**config.mk**
```make
export PLATFORM = sky130hd
export DESIGN_NAME = bus_sync_filt
export DESIGN_NICKNAME = d
export VERILOG_FILES = /design/src/rtl/bus_sync_filt_pkg.sv /design/src/rtl/bits_sync.sv /design/src/rtl/bus_sync_filt_chan.sv /design/src/rtl/bus_sync_filt.sv
export SDC_FILE = /design/constraint.sdc
export NUM_CORES = 1
export LEC_CHECK = 0
export BUFFER_PORTS_ARGS = -buffer_cell sky130_fd_sc_hd__buf_2
export CAP_MARGIN = 20
export CELL_PAD_IN_SITES_DETAIL_PLACEMENT = 2
export CELL_PAD_IN_SITES_GLOBAL_PLACEMENT = 2
export CORE_UTILIZATION = 35
export CTS_CLUSTER_SIZE = 25
export DETAILED_ROUTE_END_ITERATION = 6
export GPL_TIMING_DRIVEN = 0
export PLACE_DENSITY = 0.87
export SLEW_MARGIN = 40
export SYNTH_ARGS = -nofsm -noshare
export SYNTH_HDL_FRONTEND = slang
export SYNTH_HIERARCHICAL = 1
export SYNTH_SLANG_ARGS = --single-unit
```
**constraint.sdc**
```tcl
create_clock -name i_clk_b -period 2.1 [get_ports i_clk_b]
set_input_delay 0.21 -clock i_clk_b [delete_from_list [all_inputs] [get_ports i_clk_b]]
set_output_delay 0.21 -clock i_clk_b [all_outputs]
set_load 0.01 [all_outputs]
```
**src/rtl/bus_sync_filt_pkg.sv**
```systemverilog
// bus_sync_filt_pkg: default parameters and width/slice helpers for the bus synchroniser filter
package bus_sync_filt_pkg;
  localparam int DEF_BUS_WIDTH   = 8;
  localparam int DEF_NUM_CHAN    = 1;
  localparam int DEF_NUM_RETIME  = 2;
  localparam int DEF_STABLE_CNT  = 1;
  localparam int DEF_TIMEOUT_CYC = 256;
  function automatic int cnt_w(int stable_cnt);
    return $clog2(stable_cnt + 1);
  endfunction
  function automatic int tcnt_w(int timeout_cyc);
    return $clog2(timeout_cyc + 1);
  endfunction
  function automatic int chan_slice(int c, int w = DEF_BUS_WIDTH);
    return c * w;
  endfunction
endpackage

```
**src/rtl/bits_sync.sv**
```systemverilog
// bits_sync: N-deep unreset retiming chain for a W-bit bus
module bits_sync #(
  parameter int W = 1,
  parameter int N = 2
) (
  input  logic         clk,
  input  logic [W-1:0] d,
  output logic [W-1:0] q
);
  logic [W-1:0] r_q [N];
  always_ff @(posedge clk) begin
    r_q[0] <= d;
    for (int i = 1; i < N; i++) r_q[i] <= r_q[i-1];
  end
  assign q = r_q[N-1];
endmodule

```
**src/rtl/bus_sync_filt_chan.sv**
```systemverilog
// bus_sync_filt_chan: one channel of retime, stability filter, update strobe and optional
// sticky timeout (enabled by BUS_SYNC_FILT_TIMEOUT_EN)
module bus_sync_filt_chan
  import bus_sync_filt_pkg::*;
#(
  parameter int                   BUS_WIDTH   = DEF_BUS_WIDTH,
  parameter int                   NUM_RETIME  = DEF_NUM_RETIME,
  parameter int                   STABLE_CNT  = DEF_STABLE_CNT,
  parameter logic [BUS_WIDTH-1:0] RESET_VAL   = '0,
  parameter int                   TIMEOUT_CYC = DEF_TIMEOUT_CYC
) (
  input  logic                 clk,
  input  logic                 rst,
  input  logic [BUS_WIDTH-1:0] d,
  output logic [BUS_WIDTH-1:0] q,
  output logic                 upd,
  output logic                 stable,
  output logic                 timeout
);
  localparam int CW = cnt_w(STABLE_CNT);
  localparam logic [CW-1:0] CMAX = CW'(STABLE_CNT);
  if (NUM_RETIME < 2 || STABLE_CNT < 1 || TIMEOUT_CYC < 2) begin : g_bad_param
    $error("bus_sync_filt_chan: illegal parameter value");
  end
  logic [BUS_WIDTH-1:0] s, p_q, p_d, data_q, data_d;
  logic [CW-1:0] cnt_q, cnt_d;
  logic upd_q, upd_d, stable_q, stable_d, fire;
  bits_sync #(.W(BUS_WIDTH), .N(NUM_RETIME)) u_sync (.clk(clk), .d(d), .q(s));
  always_comb begin
    fire     = (s == p_q) && (cnt_q == CMAX - 1'b1) && (s != data_q);
    p_d      = s;
    cnt_d    = (s != p_q) ? '0 : (cnt_q < CMAX) ? cnt_q + 1'b1 : cnt_q;
    data_d   = fire ? s : data_q;
    upd_d    = fire;
    stable_d = cnt_d == CMAX;
  end
  always_ff @(posedge clk) begin
    if (rst) begin
      p_q      <= RESET_VAL;
      cnt_q    <= '0;
      data_q   <= RESET_VAL;
      upd_q    <= 1'b0;
      stable_q <= 1'b0;
    end else begin
      p_q      <= p_d;
      cnt_q    <= cnt_d;
      data_q   <= data_d;
      upd_q    <= upd_d;
      stable_q <= stable_d;
    end
  end
  assign q      = data_q;
  assign upd    = upd_q;
  assign stable = stable_q;
`ifdef BUS_SYNC_FILT_TIMEOUT_EN
  localparam int TW = tcnt_w(TIMEOUT_CYC);
  localparam logic [TW-1:0] TMAX = TW'(TIMEOUT_CYC);
  logic [TW-1:0] tcnt_q, tcnt_d;
  logic to_q, to_d;
  always_comb begin
    tcnt_d = stable_q ? '0 : (tcnt_q < TMAX) ? tcnt_q + 1'b1 : tcnt_q;
    to_d   = to_q | (tcnt_q == TMAX);
  end
  always_ff @(posedge clk) begin
    if (rst) begin
      tcnt_q <= '0;
      to_q   <= 1'b0;
    end else begin
      tcnt_q <= tcnt_d;
      to_q   <= to_d;
    end
  end
  assign timeout = to_q;
`else
  assign timeout = 1'b0;
`endif
endmodule

```
**src/rtl/bus_sync_filt.sv**
```systemverilog
// bus_sync_filt: multi-channel stability-gated bus synchroniser into i_clk_b;
// optional sticky per-channel timeout enabled by BUS_SYNC_FILT_TIMEOUT_EN
module bus_sync_filt
  import bus_sync_filt_pkg::*;
#(
  parameter int                   BUS_WIDTH   = DEF_BUS_WIDTH,
  parameter int                   NUM_CHAN    = DEF_NUM_CHAN,
  parameter int                   NUM_RETIME  = DEF_NUM_RETIME,
  parameter int                   STABLE_CNT  = DEF_STABLE_CNT,
  parameter logic [BUS_WIDTH-1:0] RESET_VAL   = '0,
  parameter int                   TIMEOUT_CYC = DEF_TIMEOUT_CYC
) (
  input  logic                          i_clk_b,
  input  logic                          i_rst_b,
  input  logic [NUM_CHAN*BUS_WIDTH-1:0] i_data_a,
  output logic [NUM_CHAN*BUS_WIDTH-1:0] o_data_b,
  output logic [NUM_CHAN-1:0]           o_update_b,
  output logic [NUM_CHAN-1:0]           o_stable_b,
  output logic [NUM_CHAN-1:0]           o_timeout_b
);
  for (genvar c = 0; c < NUM_CHAN; c++) begin : g_chan
    bus_sync_filt_chan #(
      .BUS_WIDTH  (BUS_WIDTH),
      .NUM_RETIME (NUM_RETIME),
      .STABLE_CNT (STABLE_CNT),
      .RESET_VAL  (RESET_VAL),
      .TIMEOUT_CYC(TIMEOUT_CYC)
    ) u_chan (
      .clk    (i_clk_b),
      .rst    (i_rst_b),
      .d      (i_data_a[chan_slice(c, BUS_WIDTH) +: BUS_WIDTH]),
      .q      (o_data_b[chan_slice(c, BUS_WIDTH) +: BUS_WIDTH]),
      .upd    (o_update_b[c]),
      .stable (o_stable_b[c]),
      .timeout(o_timeout_b[c])
    );
  end
endmodule
```
-- Word level (Yosys, flattened, before mapping)
Memories as Yosys holds them, arrays and structs flattened.
Index checks and enable logic that the tools add are counted.
- bits in registers: 18
- RAM bits: 16
- input port bits: 10
- output and inout bits: 11
- word-level logic and storage cells: 14
- memories kept: 1
- add/subtract/negate cells: 1
- $lt $le $gt $ge: 1
- eq/ne operators: 3
- bitwise gates (word level): 1
- reductions and logical operators: 3
- memory list (name ; depth ; bits a word ; read ports ; clocked after Yosys merged registers in ; wr ports ; RTL line ; text):
    g_chan[0].u_chan.u_sync.r_q ; 2 ; 8 ; 2 ; 0 ; 2 ; bits_sync.sv:10 ; logic [W-1:0] r_q [N];
- operators by type and width (cell ; count):
    $ne 8x8->1 ; 2
    $eq 8x8->1 ; 1
    $logic_and 1x1->1 ; 2
    $reduce_or 2->1 ; 1
    $add 1x1->1 const B ; 1
    $lt 1x1->1 const B ; 1
    $not 1->1 ; 1

-- Logic depth before layout (Yosys ltp)
An unclocked memory read counts as a cell.
- depth after elaboration: 4
- mapped depth: 5
- depth with buffers taken out: 4

-- Modules after synthesis
Netlist, hierarchy kept.
- by module, submodules not included (module ; times used ; cells an instance ; area an instance (um2) ; sequential area each (um2)):
    bus_sync_filt_chan ; 1 ; 69 ; 777.0 ; 360.3
    bits_sync ; 1 ; 24 ; 380.4 ; 320.3

-- Worst setup path before layout
Ideal clock, no wire load.
- path type: reg-to-reg
- start: memory g_chan[0].u_chan/u_sync/r_q[0][11] (netlist name)
- end: register g_chan[0].u_chan.data_q[0]
- setup time: 0.121 ns
- data arrival time: 1.583 ns
- required time: 1.979 ns
- path slack: 0.396 ns
- cell stages (with the launch flop): 6
- path buffers: 1
- clock period less this slack: 1.704 ns
- path through: dfxtp_1 -> buf_4 -> xnor2_1 -> nand4_1 -> a2111oi_4 -> mux2_2
- RTL lines (what ; RTL line ; text):
    start, declared ; bits_sync.sv:10 ;
    end signal, assigned ; bus_sync_filt_chan.sv:47 ; data_q <= data_d;
    end, declared ; bus_sync_filt_chan.sv:25 ; logic [BUS_WIDTH-1:0] s, p_q, p_d, data_q, data_d;

==> out/qor.csv <==
stage;metric;value;unit
logic_synthesis;yosysWarningCount;6;
drt;top_layer_used;met4;
power;ir_worst_vdd;0.477;mV
logic_synthesis;yosysUniqueCellTypes;14;
logic_synthesis;netlist.top_cell.by_area;dfxtp_1;
critical_path;end_kind;flip-flop;
floorplanning;dieArea;3540;um^2
logic_synthesis;ys_ff_latch;34;
clocking;clkTransAtPathRegs;0.10;ns
power;powerDensity;812;nW/um^2
sta;setup_slack;0.213;ns
final_layout;fin_nets;138;
drt;routedWlPerCell;12.5;um
critical_path;slowest_stage;nor4_1;
drt;met2_length;1020;um
clocking;clk_latency;0.33;ns
drt;drtIter0Drc;6;
power;total_leakage_power;0.000655;uW
placed_design;dp_hpwl;1450;um
drt;antenna_left;0;
logic_synthesis;synth.area.top_cells;dfxtp_1 (59%), nor2b_1 (8.6%), mux2_2 (7.8%);
floorplanning;placementRows;20;
sta;setup_violations;0;
grt;overflow;0;
sta;fin_tns_setup;0;ns
clocking;cts_max_level;2;
critical_path;path_class;flip-flop to flip-flop;
critical_path;cp.arrival;2.12;ns
placed_design;io_buffers;19;
floorplanning;start_util;37.3;%
clocking;cts.root.buffer_cell;clkbuf_4;
final_layout;syn_to_final_growth;27.4;%
grt;grt_pass1_wl;3410;um
clocking;cts_tree;yes;
drt;drc;0;
sta;tightest_slew;0.573;ns
clocking;cts_made_buffers;5;
placed_design;placed_cells;156;
critical_path;crit_top_cell;buf_4;
drt;wl;2160;um
drt;wl_met1;966;um
final_layout;final_cell_mix;dfxtp_1 (34), buf_2 (19), nor2b_1 (16);
drt;dr_wl_met3;109;um
power;power;1200;uW
sta;fin_crit;1.89;ns
sta;slew_violations;0;
final_layout;antenna_cells;0;
floorplanning;die_y;59.5;um
critical_path;critPathLaunchType;flip-flop;
clocking;clock_path_buffers;2;
placed_design;post-place-ws;0.0671;ns
logic_synthesis;syn_inst;93;
run_status;status;finished clean;
final_layout;postLayoutCoreUtil;47.5;%
sta;fmax;530;MHz
logic_synthesis;synth.cell_area;1160;um^2
final_layout;final_common_cell;dfxtp_1;
sta;clock_skew;0.00899;ns
critical_path;crit_family;simple AND/OR/NAND/NOR gates;
logic_synthesis;postSynthNetCount;103;
critical_path;cp_cell_sequence;buf_4 -> xor2_1 -> nor4_1 -> a2111oi_4 -> buf_4 -> mux2_2;
sta;final_hold_viol_count;0;
sta;rsz0062_at_grt;no;
grt;grt_pass1_vias;784;
grt;grt_max_degree;11;
floorplanning;die_w;59.5;um
critical_path;reg2reg_setup_slack;0.21;ns
logic_synthesis;yosysSeqAreaShare;58.8;%
critical_path;worstPathRequired;2.33;ns
floorplanning;core_area;3100;um^2
clocking;post_cts_resized;0;
sta;relSlewSlack;61.5;%
clocking;cts_num_sinks;34;
floorplanning;ioPinCount;21;
drt;via_per_inst;4.22;
drt;drt_pass1_iterations;3;
grt;grt_antenna_before_repair;0;
logic_synthesis;avgSynthCellArea;12.4;um^2
final_layout;finalNonFillerCells;173;
sta;finalCritPeriodShare;89.9;%
flow_run;drv_cap;0;
critical_path;max_stage_delay;0.54;ns
placed_design;gp_congestion;0.708;
grt;grt_util_all_layers;14.1;%
hold_path;hold_class;primary input to flip-flop;
logic_synthesis;yosysTopAreaCellShare;58.8;%
final_layout;drive_gt1_share;36.4;%
critical_path;path_buf_inv;2;
critical_path;cp_max_fo;7;
drt;num_vias;730;
## path summary, 6_finish.rpt
| check | from | to | depth (start not counted) |
|---|---|---|---|
| worst min register to register | g_chan[0].u_chan/u_sync/r_q[0][6]$_DFF_P_ | g_chan[0].u_chan/u_sync/r_q[0][14]$_DFF_P_ | 0 |
| worst max-delay path | g_chan[0].u_chan/u_sync/r_q[0][9]$_DFF_P_ | g_chan[0].u_chan/q[1]$_SDFFE_PP0P_ | 6 |
| worst min-delay path | i_rst_b | g_chan[0].u_chan/p_q[0]$_SDFF_PP0_ | 2 |
| worst max register to register | g_chan[0].u_chan/u_sync/r_q[0][9]$_DFF_P_ | g_chan[0].u_chan/q[1]$_SDFFE_PP0P_ | 6 |
## stage by stage
step                instance area [um^2]  hold slack, ns
global route                        1470           0.205
CTS                                 1470           0.191
detailed placement                  1310           0.315
finish                              1470           0.210
floorplan                           1160           0.238
global placement                    1310           0.310
## repair_timing
action | 4_1_cts | 5_1_grt
hold buffers | 8 | 0
setup buffers | 0 | 1
endpoints found under the setup margin | 0 | 8
hold endpoints to repair | 8 | 0
## Yosys cell counts, drive strengths merged
cell      n
buf       9
clkbuf    1
xor2      8
conb      1
a2111oi   2
nand4     2
nor2b    16
nor2      1
mux2      8
nor4      2
xnor2     8
or2       1
dfxtp    34
## per-layer routing
metal | GRT usage, % | vias to the layer above
li1 | - | 365
met1 | 15.5 | 338
met2 | 22.8 | 18
met3 | 4.59 | 9
met4 | 9.97 | 0
met5 | 0 | -
## registers in the layout, summed over array words and instances, names as in the netlist
signal	cells
g_chan.u_chan/p_q	8
g_chan.u_chan/stable	1
g_chan.u_chan/q	8
g_chan.u_chan/upd	1
g_chan.u_chan/u_sync/r_q	16
## cells by family after synthesis
logic type	synth area share, %
flops	58.8
simple gates	11.7
xor+xnor	12.1
buf+inv	6.16
mux	7.78
compound gates	3.14
other cells	0.324
## final cells by class
| type | count | area, um^2 |
|---|---|---|
| Sequential cell | 34 | 681 |
| Timing Repair Buffer | 28 | 183 |
| Fill cell | 329 | 1630 |
| Tap cell | 44 | 55.1 |
| Multi-Input combinational cell | 49 | 405 |
| Clock buffer | 8 | 78.8 |
| Buffer | 10 | 71.3 |
## where the power goes
group | leakage (uW) | switching, uW | total (uW) | internal, uW
Clock | 0.0000446 | 209 | 437 | 229
Sequential | 0.000282 | 7.94 | 678 | 670
Combinational | 0.000328 | 35.4 | 82.1 | 46.7
No activity file was read; power rests on OpenSTA's default activity.
